--- config.mk ---
export PLATFORM = sky130hd
export DESIGN_NAME = sequential_logical_gteq
export DESIGN_NICKNAME = d
export VERILOG_FILES = /design/src/rtl/sequential_logical_gteq.sv
export SDC_FILE = /design/constraint.sdc
export NUM_CORES = 1
export LEC_CHECK = 0
export BUFFER_PORTS_ARGS = -buffer_cell sky130_fd_sc_hd__buf_2
export CORE_MARGIN = 3
export CORE_UTILIZATION = 35
export CTS_BUF_LIST = sky130_fd_sc_hd__clkbuf_2
export DETAILED_ROUTE_END_ITERATION = 8
export PLACE_DENSITY_LB_ADDON = 0.2
export SYNTH_ARGS = -nofsm -noshare
export SYNTH_HDL_FRONTEND = slang
export SYNTH_SLANG_ARGS = --single-unit
--- constraint.sdc ---
create_clock -name clk -period 2.45 [get_ports clk]
set_input_delay 0.1225 -clock clk [delete_from_list [all_inputs] [get_ports clk]]
set_output_delay 0.1225 -clock clk [all_outputs]
set_load 0.02 [all_outputs]
--- src/rtl/sequential_logical_gteq.sv ---
// sequential_logical_gteq: bit-serial MSB-first unsigned a >= b / a == b comparator with start/busy/done handshake.
// Define SEQUENTIAL_LOGICAL_GTEQ_EARLY_EXIT_EN to leave SCAN at the first differing bit.
module sequential_logical_gteq #(
    parameter int N = 8
) (
    input  logic         clk,
    input  logic         rst,
    input  logic         start,
    input  logic [N-1:0] a,
    input  logic [N-1:0] b,
    output logic         busy,
    output logic         done,
    output logic         c,
    output logic         eq
);
    localparam int IW = N > 1 ? $clog2(N) : 1;
    typedef enum logic [1:0] {IDLE, SCAN, DONE} state_t;
    state_t state, state_n;
    logic [N-1:0] a_q, b_q;
    logic [IW-1:0] idx;
    logic bit_a, bit_b, differ, last, finish, res_c, res_eq;
    assign bit_a  = a_q[idx];
    assign bit_b  = b_q[idx];
    assign differ = bit_a != bit_b;
    assign last   = idx == '0;
`ifdef SEQUENTIAL_LOGICAL_GTEQ_EARLY_EXIT_EN
    assign finish = differ || last;
    assign res_c  = differ ? bit_a : 1'b1;
    assign res_eq = !differ;
`else
    logic sticky, sticky_c;
    assign finish = last;
    assign res_c  = sticky ? sticky_c : (differ ? bit_a : 1'b1);
    assign res_eq = !sticky && !differ;
`endif
    assign busy = state != IDLE;
    assign done = state == DONE;
    always_comb begin
        state_n = state;
        state_n = state == IDLE ? (start ? SCAN : IDLE) :
                  state == SCAN ? (finish ? DONE : SCAN) : IDLE;
    end
    always_ff @(posedge clk) begin
        if (rst) begin
            state <= IDLE;
            a_q   <= '0;
            b_q   <= '0;
            idx   <= '0;
            c     <= 1'b0;
            eq    <= 1'b0;
        end else begin
            state <= state_n;
            if (state == IDLE && start) begin
                a_q <= a;
                b_q <= b;
                idx <= IW'(N - 1);
            end else if (state == SCAN) begin
                if (finish) begin
                    c  <= res_c;
                    eq <= res_eq;
                end else begin
                    idx <= idx - 1'b1;
                end
            end
        end
    end
`ifndef SEQUENTIAL_LOGICAL_GTEQ_EARLY_EXIT_EN
    // The first (most significant) mismatch decides; later bits cannot override it.
    always_ff @(posedge clk) begin
        if (rst || (state == IDLE && start)) begin
            sticky   <= 1'b0;
            sticky_c <= 1'b0;
        end else if (state == SCAN && !sticky && differ) begin
            sticky   <= 1'b1;
            sticky_c <= bit_a;
        end
    end
`endif
endmodule

==> impl_metrics.json, run 1 <==
{
  "ant_nets": 0,
  "synth_fa_ha_area_share_pct": 3.23,
  "area_delta_synth_final_pct": 25.4,
  "synthMuxAreaShare_pct": 9.90,
  "gp_congestion": 0.768,
  "fillerInstances": 343,
  "die_area_um2": 4050,
  "path_cells": "mux4_1 > mux2i_1 > ha_1 > nor4b_1 > o211ai_1 > a21oi_1",
  "worstSkewPairLatency_ns": 0.34,
  "routed_wl_mm": 2.45,
  "route.detailed.drc": 0,
  "synth.top_cell.area_share_pct": 43.1,
  "critPathArrivalTime_ns": 2.62,
  "synth_xor_area_share_pct": 0,
  "ys_seq_elements": 25,
  "holdPathStages": 4,
  "power_density_nw_per_um2": 566,
  "cpPeakStageDelay_ns": 0.60,
  "drt_iter0_drc": 46,
  "hold_path.class": "input pin to flip-flop",
  "crit_fanout": 8,
  "r2r_start": "idx[2]$_SDFFE_PP0P_",
  "min-delay-start": "start",
  "synthSimpleGateAreaFrac_pct": 22.2,
  "avgRoutedWirePerCell_um": 11.7,
  "io_pins": 23,
  "r2r_end": "sticky_c$_SDFFE_PP0P_",
  "num-nets-final": 188,
  "place_area_um2": 1270,
  "period_minus_slack_ns": 2.32,
  "synth_edf_count": 0,
  "synth.distinct_cells": 30,
  "seq_area_frac_synth_pct": 43.1,
  "endpoint_kind": "flip-flop",
  "overflow": 0,
  "synth_area_um2": 1160,
  "dieHeight_um": 63.6,
  "p_leak_nw": 0.597,
  "drive_above_1_share_pct": 23.0,
  "antennaDiodeCount": 0,
  "numCtsBuffers": 3,
  "drtPass1Iterations": 4,
  "cp_num_buf_inv": 0,
  "setup_violations": 0,
  "antenna_found_initial": 0,
  "grt_pass1_wl_mm": 4.46,
  "postSynthAreaPerCell_um2": 8.87,
  "num_vias": 993,
  "viasPerCell": 4.75,
  "synth_top_family_by_area": "simple AND/OR/NAND/NOR gates",
  "synth_commonest_cells": "nand2_1, dfxtp_1, a21oi_1",
  "path_delay_family": "multiplexers",
  "grt_pass1_vias": 1022,
  "cap_violations": 0,
  "syn-num-nets": 153,
  "syn_inst": 131,
  "timing.slew.headroom_pct": 70.5,
  "cts.sinks": 25,
  "clockBufferDepth": 2,
  "synth_most_common_cell": "nand2_1",
  "coreArea_um2": 3100,
  "cts_tree": "built",
  "grt_max_degree": 25,
  "die_x_um": 63.6,
  "synth_compound_area_share_pct": 14.7,
  "slew_viol_final": 0,
  "rsz0062_at_grt": "no",
  "finalSetupTns_ns": 0,
  "synth_area_leaders": "dfxtp_1, nand2_1, a21oi_1",
  "status": "finished, final reports clean",
  "slowest_stage": "mux4_1",
  "hold_viol_final": 0,
  "path_clk_slew_ns": 0.23,
  "finalClockSkew_ns": 0.00158,
  "cp-start-kind": "flip-flop",
  "clockRootBuffer": "clkbuf_2",
  "timing.fmax_ghz": 0.431,
  "cts_max_level": 1,
  "grt_util_all_layers_pct": 13.6,
  "critPathRequiredTime_ns": 2.75,
  "synth_top_area_cell": "dfxtp_1",
  "synthArstFlopShare_pct": 0,
  "worst_slew_pin_slew_ns": 0.443,
  "synth_ff_type": "dfxtp_1",
  "initial_core_util_pct": 37.5,
  "postCtsSetupRepairBufs": 0,
  "ff2ff_path_depth": 6,
  "reg2reg_slack_ns": 0.13,
  "hpwl_mm": 1.65,
  "peakVddDrop_mv": 0.334,
  "fp-row-count": 20,
  "design_area_um2": 1460,
  "min_period_over_period_pct": 94.6,
  "port_buffers": 22,
  "synth_warnings": 0,
  "critPathKind": "flip-flop to flip-flop",
  "holdPathEnd": "sticky$_SDFFE_PP0P_"
}
-- routing by layer --
layer	up-vias	track usage [%]	wire length [µm]
met5	-	0	0
met4	0	4.04	17
met3	2	2.67	74
met2	15	24.5	1190
met1	461	16.2	1170
li1	515	-	-
-- per-stage QoR --
stage	power [mW]	hold slack (ns)	util, %	setup slack [ns]	cells
after floorplan	0.610	0.192	-	0.321	131
after global placement	0.646	0.364	41.0	0.205	189
after detailed placement	0.652	0.369	41.0	0.104	189
after CTS	0.836	0.0771	46.9	0.0558	209
after global routing	0.878	0.114	47.0	0.00434	209
final	0.824	0.104	47.0	0.132	209
-- cell type report --
cell class | count | area (µm²) | area share, %
Clock inverter | 1 | 7.51 | 0.515
Clock buffer | 3 | 15.0 | 1.03
Inverter | 5 | 18.8 | 1.29
Multi-Input combinational cell | 92 | 582 | 39.9
Tap cell | 44 | 55.1 | 3.78
Sequential cell | 25 | 502 | 34.4
Timing Repair Buffer | 39 | 278 | 19.1
-- cells by family (layout without fill, tap and decap cells) --
logic type,after synthesis,after routing
and+or+nand+nor,50,50
AOI/OAI and AO/OA,33,33
DFF,25,25
buffers and inverters,14,48
muxes,6,6
adders and majority gates,3,3
-- placed cells by master (no fill, tap or decap), types with 2 or more instances in the layout --
| cell | n |
|---|---|
| a31oi_1 | 3 |
| clkbuf_2 | 3 |
| buf_2 | 22 |
| or3_1 | 2 |
| o21ai_0 | 9 |
| mux4_2 | 3 |
| dfxtp_1 | 24 |
| and2_1 | 2 |
| inv_1 | 5 |
| a21oi_1 | 20 |
| nor2_1 | 2 |
| dlygate4sd3_1 | 16 |
| nand2_1 | 32 |
| ha_1 | 3 |
-- state kept, by name, indices dropped and copies added, names as in the netlist --
| signal | flops |
|---|---|
| a_q | 8 |
| b_q | 8 |
| idx | 3 |
| state | 2 |
| c | 1 |
| eq | 1 |
| sticky | 1 |
| sticky_c | 1 |
-- power breakdown --
part	internal (mW)	switching, mW
clock network	0.0379	0.124
logic	0.0976	0.0931
registers	0.441	0.0311
-- how the worst max path moves through the flow --
stage / startpoint / slack (ns) / cells past startpoint / to
2_1_floorplan: idx[0]$_SDFFE_PP0P_ / 0.32 / 7 / sticky_c$_SDFFE_PP0P_
6_report: idx[2]$_SDFFE_PP0P_ / 0.13 / 6 / sticky_c$_SDFFE_PP0P_
4_1_cts: idx[0]$_SDFFE_PP0P_ / 0.06 / 6 / sticky_c$_SDFFE_PP0P_
3_5_place_dp: idx[0]$_SDFFE_PP0P_ / 0.10 / 6 / sticky_c$_SDFFE_PP0P_
3_3_place_gp: idx[0]$_SDFFE_PP0P_ / 0.20 / 6 / sticky_c$_SDFFE_PP0P_
5_1_grt: idx[2]$_SDFFE_PP0P_ / 0.004 / 6 / sticky_c$_SDFFE_PP0P_
-- worst register-to-register path, delay by kind of cell (launching register included) --
family	cells	cell delay, ns
AND/OR/NAND/NOR	1	0.38
AO/OA/AOI/OAI	2	0.26
multiplexers	2	0.81
flip-flops	1	0.53
adder cells (fa/ha/maj)	1	0.29
-- what timing repair did --
item,4_1_cts,5_1_grt
hold buffers,16,0
gates resized for setup,0,1
setup endpoints to repair,0,1
endpoints found under the hold margin,16,0
(Power assumes the default switching activity.)
==> run 2: changes to the inputs <==
ABC_AREA = 1   (was not set)
==> run 2 against run 1 <==
First-iteration DRC count is 30% lower. Maximum frequency rose by 21%. Clock power increased by 3%. Highest routed layer unchanged. Worst hold slack lost 0.085 ns.
==> impl_metrics.json, run 2 <==
{
  "cts_max_level": 1,
  "p_int_mw": 0.590,
  "min_period_over_period_pct": 77.9,
  "numCtsBuffers": 3,
  "cp_num_buf_inv": 1,
  "port_buffers": 22,
  "path_delay_family": "flip-flops",
  "slew_viol_final": 0,
  "drtPass1Iterations": 4,
  "slowest_stage": "dfxtp_1",
  "cp-start-kind": "flip-flop",
  "grt_pass1_wl_mm": 4.26,
  "synthArstFlopShare_pct": 0,
  "ff2ff_path_depth": 9,
  "finalClockSkew_ns": 0.0183,
  "hold_viol_final": 0,
  "syn_inst": 154,
  "drt_iter0_drc": 32,
  "switching_share_pct": 34.3,
  "route.detailed.drc": 0,
  "timing.slew.headroom_pct": 76.3,
  "io_pins": 23,
  "hold_path.class": "input pin to flip-flop",
  "synth_ff_type": "dfxtp_1",
  "clockRootBuffer": "clkbuf_2",
  "synth_warnings": 0,
  "power_density_nw_per_um2": 623,
  "avgRoutedWirePerCell_um": 10.5,
  "synth.distinct_cells": 24,
  "r2r_start": "idx[0]$_SDFFE_PP0P_",
  "crit_fanout": 11,
  "endpoint": "sticky_c$_SDFFE_PP0P_",
  "antenna_found_initial": 0,
  "reg2reg_slack_ns": 0.54,
  "p_leak_nw": 0.640,
  "whs_ns": 0.0184,
  "crit_cells": 9,
  "period_minus_slack_ns": 1.91,
  "viasPerCell": 4.50,
  "worst_slew_pin_slew_ns": 0.355,
  "ant_nets": 0,
  "antennaDiodeCount": 0,
  "gp_congestion": 0.842,
  "synth_top_area_cell": "dfxtp_1",
  "coreArea_um2": 3100,
  "p_switching_mw": 0.307,
  "timing.fmax_ghz": 0.524,
  "grt_util_all_layers_pct": 13.4,
  "critPathKind": "flip-flop to flip-flop",
  "postSynthAreaPerCell_um2": 7.55,
  "fp-row-count": 20,
  "place_area_um2": 1290,
  "syn-num-nets": 176,
  "cap_violations": 0,
  "num-nets-final": 210,
  "overflow": 0,
  "setup_violations": 0,
  "fillerInstances": 352,
  "finalSetupTns_ns": 0,
  "die_area_um2": 4050,
  "initial_core_util_pct": 37.5,
  "startpoint": "idx[0]$_SDFFE_PP0P_",
  "synth_area_um2": 1160,
  "design_area_um2": 1440,
  "cts.sinks": 25,
  "seq_area_frac_synth_pct": 43.1,
  "r2r_end": "sticky_c$_SDFFE_PP0P_",
  "routed_wl_mm": 2.42,
  "synth.top_cell.area_share_pct": 43.1,
  "num_vias": 1040,
  "path_clk_slew_ns": 0.25,
  "endpoint_kind": "flip-flop",
  "die_x_um": 63.6,
  "synth_edf_count": 0,
  "synth_commonest_cells": "dfxtp_1, nor2_1, nand2_1",
  "grt_pass1_vias": 1003,
  "clock_power_share_pct": 18.6,
  "rsz0062_at_grt": "no",
  "cts_tree": "built",
  "drive_above_1_share_pct": 21.4,
  "status": "finished, final reports clean",
  "ys_seq_elements": 25,
  "critPathArrivalTime_ns": 2.22,
  "grt_max_degree": 26,
  "dieHeight_um": 63.6,
  "path_cells": "inv_4 > o21ai_0 > o22ai_1 > nand2_1 > nand2_1 > ha_1 > nor3_2 > o21ai_0 > a21oi_1",
  "critPathRequiredTime_ns": 2.76,
  "hpwl_mm": 1.77,
  "synth_area_leaders": "dfxtp_1, nor2_1, nand2_1",
  "seq_power_share_pct": 53.5,
  "layout_top_registers": "a_q (8), b_q (8), idx (3)",
  "cpPeakStageDelay_ns": 0.59,
  "worstSkewPairLatency_ns": 0.36,
  "clockBufferDepth": 2,
  "peakVddDrop_mv": 0.287,
  "power_frac_comb_pct": 27.9,
  "area_delta_synth_final_pct": 24.0,
  "layout_common_cells": "nor2_1, dfxtp_1, buf_2, nand2_1, inv_1"
}
run 2: changes by cell type after synthesis, moves of 3 or more:
| cell | previous run | this run |
|---|---|---|
| nor2_1 | 2 | 25 |
| nand2_1 | 32 | 18 |
| o21ai_1 | 0 | 13 |
| inv_1 | 5 | 16 |
| mux4_2 | 3 | 0 |
| a31oi_1 | 3 | 0 |
| nor2_4 | 0 | 3 |
| nand3_1 | 0 | 6 |
| a21oi_2 | 0 | 4 |
| a21oi_1 | 20 | 13 |
run 2: power by group through the flow:
stage / Combinational, mW / Sequential [mW] / Clock (mW)
detailed placement: 0.238 / 0.489 / 0
floorplan: 0.193 / 0.480 / 0
finish: 0.251 / 0.480 / 0.167
CTS: 0.254 / 0.481 / 0.177
global placement: 0.229 / 0.487 / 0
global route: 0.291 / 0.486 / 0.187
run 2: layer usage:
| layer | vias to the layer above | track usage [%] | wire length, µm |
|---|---|---|---|
| li1 | 567 | - | - |
| met1 | 449 | 16.1 | 1130 |
| met2 | 19 | 22.6 | 1160 |
| met3 | 5 | 2.14 | 72 |
| met4 | 0 | 7.28 | 55 |
| met5 | - | 0 | 0 |
run 2: worst min-delay path by stage:
| stage | from | end | slack (ns) | cells after the start |
|---|---|---|---|---|
| after floorplan | b[5] | b_q[5]$_SDFFE_PP0P_ | 0.27 | 2 |
| after global routing | a[2] | a_q[2]$_SDFFE_PP0P_ | 0.03 | 3 |
| final | a[1] | a_q[1]$_SDFFE_PP0P_ | 0.02 | 3 |
| after CTS | a[1] | a_q[1]$_SDFFE_PP0P_ | 0.005 | 3 |
| after detailed placement | b[7] | b_q[7]$_SDFFE_PP0P_ | 0.36 | 3 |
| after global placement | b[1] | b_q[1]$_SDFFE_PP0P_ | 0.36 | 3 |
run 2: cell type report:
| class | count | area [µm²] | share of cell area, % |
|---|---|---|---|
| Inverter | 19 | 76.3 | 5.30 |
| Clock buffer | 3 | 15.0 | 1.04 |
| Timing Repair Buffer | 35 | 240 | 16.7 |
| Multi-Input combinational cell | 104 | 547 | 37.9 |
| Sequential cell | 25 | 500 | 34.7 |
| Clock inverter | 1 | 7.51 | 0.521 |
| Tap cell | 44 | 55.1 | 3.82 |
run 2: tightest hold or removal path: stages:
cell	delay (ns)
buf_2	0.07
o21ai_0	0.07
a21oi_1	0.10
run 2: timing repair:
action / CTS / global route
endpoints found under the hold margin: 15 / 0
setup buffers: 0 / 0
hold buffers: 13 / 0
gates resized for setup: 0 / 0
run 2: through the flow:
| step | worst slack, ns | power, mW | instances | utilization [%] |
|---|---|---|---|---|
| after floorplan | 0.915 | 0.673 | 154 | - |
| after global placement | 0.745 | 0.717 | 214 | 41.5 |
| after detailed placement | 0.604 | 0.726 | 214 | 41.5 |
| after CTS | 0.516 | 0.912 | 231 | 46.5 |
| after global routing | 0.363 | 0.964 | 231 | 46.5 |
| final | 0.541 | 0.898 | 231 | 46.5 |
run 2: kinds of logic after synthesis:
kind of cell,synth area share (%)
buffers and inverters,9.90
xor gates and xnor gates,0.754
DFF,43.1
adders and majority gates,3.23
AOI/OAI and AO/OA,20.2
and+or+nand+nor,22.8
